$ cat config.mk
export PLATFORM = sky130hd
export DESIGN_NAME = idft_wb_sequencer
export DESIGN_NICKNAME = d
export VERILOG_FILES = /design/src/rtl/idft_wb_sequencer.sv
export SDC_FILE = /design/constraint.sdc
export NUM_CORES = 2
export LEC_CHECK = 0
export CAP_MARGIN = 20
export CORE_MARGIN = 1.5
export CORE_UTILIZATION = 25
export DETAILED_ROUTE_END_ITERATION = 10
export DONT_BUFFER_PORTS = 1
export SYNTH_ARGS = -nofsm -noshare
export SYNTH_HDL_FRONTEND = slang
export SYNTH_SLANG_ARGS = --single-unit
export TNS_END_PERCENT = 1
$ cat constraint.sdc
create_clock -name CLK_I -period 8.31 [get_ports CLK_I]
set_input_delay 1.2465 -clock CLK_I [delete_from_list [all_inputs] [get_ports CLK_I]]
set_output_delay 1.2465 -clock CLK_I [all_outputs]
set_load 0.02 [all_outputs]
$ cat src/rtl/idft_wb_sequencer.sv
// idft_wb_sequencer: Wishbone master that loads one 8-sample complex frame
// into the IDFT accelerator, starts it, polls for done, reads the 8 results
// back and streams them out with index and last markers.
module idft_wb_sequencer #(
    parameter int unsigned DW          = 32,
    parameter int unsigned ACK_TIMEOUT = 16,
    parameter int unsigned POLL_MAX    = 1000
) (
    input  logic          CLK_I,
    input  logic          RST_I,
    input  logic          in_valid,
    output logic          in_ready,
    input  logic [DW-1:0] in_real,
    input  logic [DW-1:0] in_imag,
    output logic          out_valid,
    input  logic          out_ready,
    output logic [DW-1:0] out_real,
    output logic [DW-1:0] out_imag,
    output logic [2:0]    out_idx,
    output logic          out_last,
    output logic          busy,
    output logic          err,
    output logic          CYC_O,
    output logic          STB_O,
    output logic          WE_O,
    output logic [7:0]    ADR_O,
    output logic [DW-1:0] DAT_O,
    input  logic [DW-1:0] DAT_I,
    input  logic          ACK_I
);

    localparam int unsigned TW = (ACK_TIMEOUT > 1) ? $clog2(ACK_TIMEOUT) : 1;
    localparam int unsigned PW = (POLL_MAX > 1) ? $clog2(POLL_MAX) : 1;

    typedef enum logic [2:0] {IDLE, FILL, WRITE, START, POLL, READ, DRAIN} state_t;

    state_t          state, state_d;
    logic            cyc, we;
    logic [7:0]      adr;
    logic [DW-1:0]   dat_o;
    logic [TW-1:0]   tcnt;
    logic [PW-1:0]   pcnt;
    logic [3:0]      widx;
    logic [2:0]      fill_idx;
    logic            in_ready_q, err_q;
    logic            accept, ack_ev, abort, launch, drain_hs;
    logic [DW-1:0]   sbuf_re [8];
    logic [DW-1:0]   sbuf_im [8];

    assign CYC_O    = cyc;
    assign STB_O    = cyc;
    assign WE_O     = we;
    assign ADR_O    = adr;
    assign DAT_O    = dat_o;
    assign in_ready = in_ready_q;
    assign err      = err_q;
    assign busy     = !(state == IDLE || state == FILL);
    assign accept   = in_valid & in_ready_q;
    assign ack_ev   = cyc & ACK_I;
    assign drain_hs = out_valid & out_ready;

    // Next-state, abort detection and transaction launch decision
    always_comb begin
        state_d = state;
        abort   = 1'b0;
        launch  = 1'b0;
        case (state)
            IDLE, FILL: if (accept) state_d = (fill_idx == 3'd7) ? WRITE : FILL;
            WRITE:      if (ack_ev && widx == 4'd15) state_d = START;
            START:      if (ack_ev) state_d = POLL;
            POLL: begin
                if (ack_ev) begin
                    if (DAT_I[0]) state_d = READ;
                    else if (pcnt == PW'(POLL_MAX - 1)) abort = 1'b1;
                end
            end
            READ:       if (ack_ev && widx == 4'd15) state_d = DRAIN;
            DRAIN:      if (drain_hs && out_idx == 3'd7) state_d = IDLE;
            default:    state_d = IDLE;
        endcase
        // An ACK on the timeout edge completes the transaction instead
        if (cyc && !ACK_I && tcnt == TW'(ACK_TIMEOUT - 1)) abort = 1'b1;
        // Bus idle for one cycle in a bus state: issue the next transaction
        if ((state == WRITE || state == START || state == POLL || state == READ) && !cyc)
            launch = 1'b1;
        if (abort) begin
            state_d = IDLE;
            launch  = 1'b0;
        end
    end

    // State register and input-side ready
    always_ff @(posedge CLK_I or negedge RST_I) begin
        if (!RST_I) begin
            state      <= IDLE;
            in_ready_q <= 1'b0;
        end else begin
            state      <= state_d;
            in_ready_q <= (state_d == IDLE || state_d == FILL);
        end
    end

    // Frame buffer, counters, sticky error and registered Wishbone master outputs
    always_ff @(posedge CLK_I or negedge RST_I) begin
        if (!RST_I) begin
            cyc      <= 1'b0;
            we       <= 1'b0;
            adr      <= '0;
            dat_o    <= '0;
            tcnt     <= '0;
            pcnt     <= '0;
            widx     <= '0;
            fill_idx <= '0;
            err_q    <= 1'b0;
            for (int unsigned i = 0; i < 8; i++) begin
                sbuf_re[i] <= '0;
                sbuf_im[i] <= '0;
            end
        end else begin
            if (accept) begin
                sbuf_re[fill_idx] <= in_real;
                sbuf_im[fill_idx] <= in_imag;
                fill_idx          <= fill_idx + 3'd1;
                if (fill_idx == 3'd0) err_q <= 1'b0;
            end
            if (abort) begin
                cyc      <= 1'b0;
                we       <= 1'b0;
                adr      <= '0;
                dat_o    <= '0;
                tcnt     <= '0;
                pcnt     <= '0;
                widx     <= '0;
                fill_idx <= '0;
                err_q    <= 1'b1;
            end else if (ack_ev) begin
                cyc   <= 1'b0;
                we    <= 1'b0;
                adr   <= '0;
                dat_o <= '0;
                tcnt  <= '0;
                if (state == WRITE) widx <= widx + 4'd1;
                if (state == READ) begin
                    widx <= widx + 4'd1;
                    if (widx[0]) sbuf_im[widx[3:1]] <= DAT_I;
                    else         sbuf_re[widx[3:1]] <= DAT_I;
                end
                if (state == POLL) pcnt <= DAT_I[0] ? '0 : pcnt + PW'(1);
            end else if (cyc) begin
                tcnt <= tcnt + TW'(1);
            end else if (launch) begin
                cyc  <= 1'b1;
                tcnt <= '0;
                case (state)
                    WRITE: begin
                        we    <= 1'b1;
                        adr   <= {(widx[0] ? 4'h2 : 4'h1), 1'b0, widx[3:1]};
                        dat_o <= widx[0] ? sbuf_im[widx[3:1]] : sbuf_re[widx[3:1]];
                    end
                    START: begin
                        we    <= 1'b1;
                        adr   <= 8'h00;
                        dat_o <= DW'(1);
                    end
                    POLL: begin
                        we    <= 1'b0;
                        adr   <= 8'h08;
                        dat_o <= '0;
                    end
                    READ: begin
                        we    <= 1'b0;
                        adr   <= {(widx[0] ? 4'h4 : 4'h3), 1'b0, widx[3:1]};
                        dat_o <= '0;
                    end
                    default: ;
                endcase
            end
        end
    end

    // Result stream: load k=0 on entry to DRAIN, advance on each handshake
    always_ff @(posedge CLK_I or negedge RST_I) begin
        if (!RST_I) begin
            out_valid <= 1'b0;
            out_real  <= '0;
            out_imag  <= '0;
            out_idx   <= '0;
            out_last  <= 1'b0;
        end else if (state == READ && state_d == DRAIN) begin
            out_valid <= 1'b1;
            out_real  <= sbuf_re[0];
            out_imag  <= sbuf_im[0];
            out_idx   <= 3'd0;
            out_last  <= 1'b0;
        end else if (state == DRAIN && drain_hs) begin
            if (out_idx == 3'd7) begin
                out_valid <= 1'b0;
                out_last  <= 1'b0;
            end else begin
                out_real  <= sbuf_re[out_idx + 3'd1];
                out_imag  <= sbuf_im[out_idx + 3'd1];
                out_idx   <= out_idx + 3'd1;
                out_last  <= (out_idx == 3'd6);
            end
        end
    end

endmodule
==> Implementation_results.wiki <==
{| class="wikitable"
! Metric !! Value
|-
| Post-synthesis register bit count || 648
|-
| Chain of cells forming the critical path || and2_1, nand3_1, nor2_4, nor2_4, buf_4, a221o_1
|-
| Filler Cell Count || 15250
|-
| # Post-CTS Setup Buffers || 0
|-
| Number of antenna violations at the first check in global routing || 0
|-
| Startpoint kind of the worst setup timing path || flip-flop
|-
| Worst Setup SP || widx[3]
|-
| Count of pins on the block boundary || 216
|-
| Full die area || 0.1508 mm^2
|-
| Number of hold buffers added after CTS || 0
|-
| Count of unique library cells instantiated by Yosys || 66
|-
| R2R Path End || out_imag[2]
|-
| Final WL || 132.8 mm
|-
| Final number of max-transition violations || 0
|-
| Slew @ Worst Pin || 1.220 ns
|-
| Number of nets with antenna violations after detailed routing || 0
|-
| Core Box Area || 0.1475 mm^2
|-
| Die width || 388.3 um
|-
| Worst r2r path cells || 6
|-
| Synthesized area per cell || 10.93 um^2
|-
| Largest stage delay on the critical path || 1.00 ns
|-
| CTS Buf Count || 66
|-
| Post-route fraction of the period consumed by the critical path || 44.98%
|-
| DP HPWL || 79.57 mm
|-
| Endpoint arrival time on the critical path || 4.24 ns
|-
| Post-CTS clock slew at the launch and capture registers of the worst setup and hold paths || 0.07 ns
|-
| Clock tree from TritonCTS || yes
|-
| Syn Nets || 3504
|-
| Clock tree root buffer cell || sky130_fd_sc_hd__clkbuf_16
|-
| Post-synthesis instance area || 0.03711 mm^2
|-
| Commonest cells after routing, fill and taps aside || sky130_fd_sc_hd__dfrtp_1, sky130_fd_sc_hd__mux2i_1, sky130_fd_sc_hd__nor2_1
|-
| Maximum vdd drop || 0.1639 mV
|-
| Data required time at the worst endpoint || 8.82 ns
|-
| Worst reg-to-reg setup slack || 4.57 ns
|-
| Library cell contributing the largest single delay on the critical path || sky130_fd_sc_hd__dfrtp_4
|-
| Overall Power || 12860 uW
|-
| Gate count of the mapped netlist || 3394
|-
| Clock skew after layout || 0.02354 ns
|-
| Number of gates given a new drive strength after cts || 0
|-
| Layout net count || 3227
|-
| Vias in the first global route || 26440
|-
| Total area of sequential cells || 0.01623 mm^2
|-
| Minimum period implied by the final worst setup slack || 3.738 ns
|-
| Sequential-to-total area share from yosys stat || 43.70%
|-
| Post-place instance area || 0.03835 mm^2
|-
| GRT Util Overall || 17.22%
|-
| WL/cell || 26.07 um
|-
| Worst setup slack before clock tree synthesis || 4.547 ns
|-
| Number of hold violations in the final report || 0
|-
| Maximum number of pins on one net before global-route repair || 649
|-
| DRC marker count from the first detailed-route iteration || 2751
|-
| Critical Path Sink Type || flip-flop
|-
| Number of buffer cells added on primary ports || 0
|-
| Initial core utilization || 25.16%
|-
| Power density of the placed cells || 317.1 mW/mm^2
|-
| Max-Cap Viols || 0
|-
| Run status || finished clean
|-
| Destination of the critical timing path || out_imag[2]
|-
| Classification of the worst-slack hold path || input port to async pin
|-
| Crit path setup slack, layout || 4.572 ns
|-
| Global-route wire length before repair || 193.5 mm
|-
| Die height || 388.3 um
|-
| Crit-path most repeated cell || sky130_fd_sc_hd__nor2_4
|-
| Gpl congestion || 0.8165
|-
| Number of placement rows || 141
|-
| Worst slew margin relative to its limit || 18.64%
|-
| Final setup violating endpoints || 0
|-
| Clock Path Buffers || 3
|-
| FF-to-FF Start || widx[3]
|-
| Clock Latency Late Sink || 0.63 ns
|-
| Total area of multi-input combinational cells || 0.01929 mm^2
|-
| Via total after detailed routing || 27140
|-
| Worst Path Class, Setup || flip-flop to flip-flop
|-
| Leading cell type in the layout, fill and taps excluded || sky130_fd_sc_hd__dfrtp_1
|-
| Setup TNS after final layout || 0 ns
|-
| DRC errors left || 0
|-
| Synthesis-to-layout area growth || 9.282%
|-
| Share of cells above drive strength 1 || 13.63%
|-
| Global-route congestion overflow total || 0
|-
| Crit path max fanout || 42
|-
| Async set-reset flop share out of synthesis || 100.0%
|-
| Drt first pass iters || 7
|-
| Timing-limited maximum frequency || 267.5 MHz
|-
| Leakage power || 0.01598 uW
|-
| Number of synthesized flops with an enable pin || 0
|-
| Total clock sinks || 648
|-
| Vias per inst || 5.328
|-
| Most common flop cell mapped by yosys || sky130_fd_sc_hd__dfrtp_1
|-
| RSZ-0062 raised after global routing || false
|-
| Design Area, Final || 0.04055 mm^2
|-
| Count of warnings emitted by yosys || 0
|-
| CTS HTree Levels || 3
|}
[where the power goes]
group | leakage, uW | switching [uW] | total (uW) | internal [uW]
clock | 0.00104 | 1340 | 3050 | 1710
sequential | 0.00833 | 1210 | 5600 | 4390
combinational | 0.00662 | 1980 | 4210 | 2230
[cells by family (layout without fill, tap and decap cells)]
kind of cell,Yosys count,in the layout,synth area share (%)
buffers and inverters,405,172,4.653
flip-flops,648,648,43.70
AND/OR/NAND/NOR,736,736,8.139
XOR/XNOR,12,12,0.2832
AO/OA/AOI/OAI,712,712,11.32
other,1,4,0.01011
adder cells (fa/ha/maj),9,9,0.3035
multiplexers,871,871,31.59
[layout make-up]
class / instances / area share [%]
clock inverters: 11 / 0.2993
repair buffers: 52 / 1.172
multi-input cells: 2341 / 47.56
inverters: 8 / 0.07405
clock buffers: 101 / 4.900
diodes: 3 / 0.01851
flip-flops and latches: 648 / 40.02
well taps: 1930 / 5.955
[sequential cells by signal, summed over array words and instances, names as in the netlist]
signal,cells
sbuf_im,256
sbuf_re,256
DAT_O,32
out_imag,32
out_real,32
pcnt,10
ADR_O,7
tcnt,4
widx,4
fill_idx,3
out_idx,3
state,3
CYC_O,1
WE_O,1
err,1
in_ready,1
out_last,1
out_valid,1
[synthesized netlist by cell type (all sizes together), types with 3 or more instances]
cell type	instances	share of area (%)
a211oi	8	0.16
a21o	3	0.061
a21oi	276	3.8
a221o	67	1.8
a222oi	28	0.76
a22o	3	0.071
a311o	3	0.081
a311oi	4	0.094
a32oi	3	0.071
and2	3	0.051
buf	243	3.0
clkbuf	154	1.6
dfrtp	648	44
ha	9	0.30
inv	8	0.081
mux2i	630	17
mux4	240	15
nand2	303	3.1
nand2b	7	0.12
nand3	10	0.15
nand3b	3	0.061
nand4	4	0.067
nor2	366	3.9
nor2b	7	0.12
nor3	16	0.28
o21ai	292	3.9
o22ai	8	0.13
or3	5	0.084
xnor2	5	0.12
xor2	7	0.17
[through the flow]
| stage | utilization, % | instances | hold WS (ns) |
|---|---|---|---|
| floorplan | - | 3394 | 0.4852 |
| global placement | 26.01 | 4976 | 0.5096 |
| detailed placement | 26.01 | 4976 | 0.5136 |
| CTS | 27.43 | 5088 | 0.3552 |
| global route | 27.49 | 5091 | 0.2843 |
| finish | 27.50 | 5094 | 0.3174 |
[how the worst min path moves through the flow]
stage,to,from
floorplan,tcnt[0],tcnt[0]
global placement,tcnt[1],tcnt[1]
detailed placement,tcnt[1],tcnt[1]
CTS,sbuf_re[151],RST_I
global route,ADR_O[5],RST_I
finish,ADR_O[5],RST_I
[worst max-delay path: cells and delay by family (launching register included)]
kind | cells | cell delay, ns
compound gates | 1 | 0.41
buf+inv | 1 | 0.53
flops | 1 | 1.00
simple gates | 4 | 1.59
[per-layer routing]
| metal | track usage [%] | part of all wire [%] | vias to the layer above |
|---|---|---|---|
| li1 | - | - | 11830 |
| met1 | 21.93 | 40 | 13940 |
| met2 | 27.61 | 47 | 1187 |
| met3 | 5.884 | 11 | 182 |
| met4 | 4.848 | 2.7 | 0 |
| met5 | 0 | 0 | - |
Power figures use the tool's default switching activity.
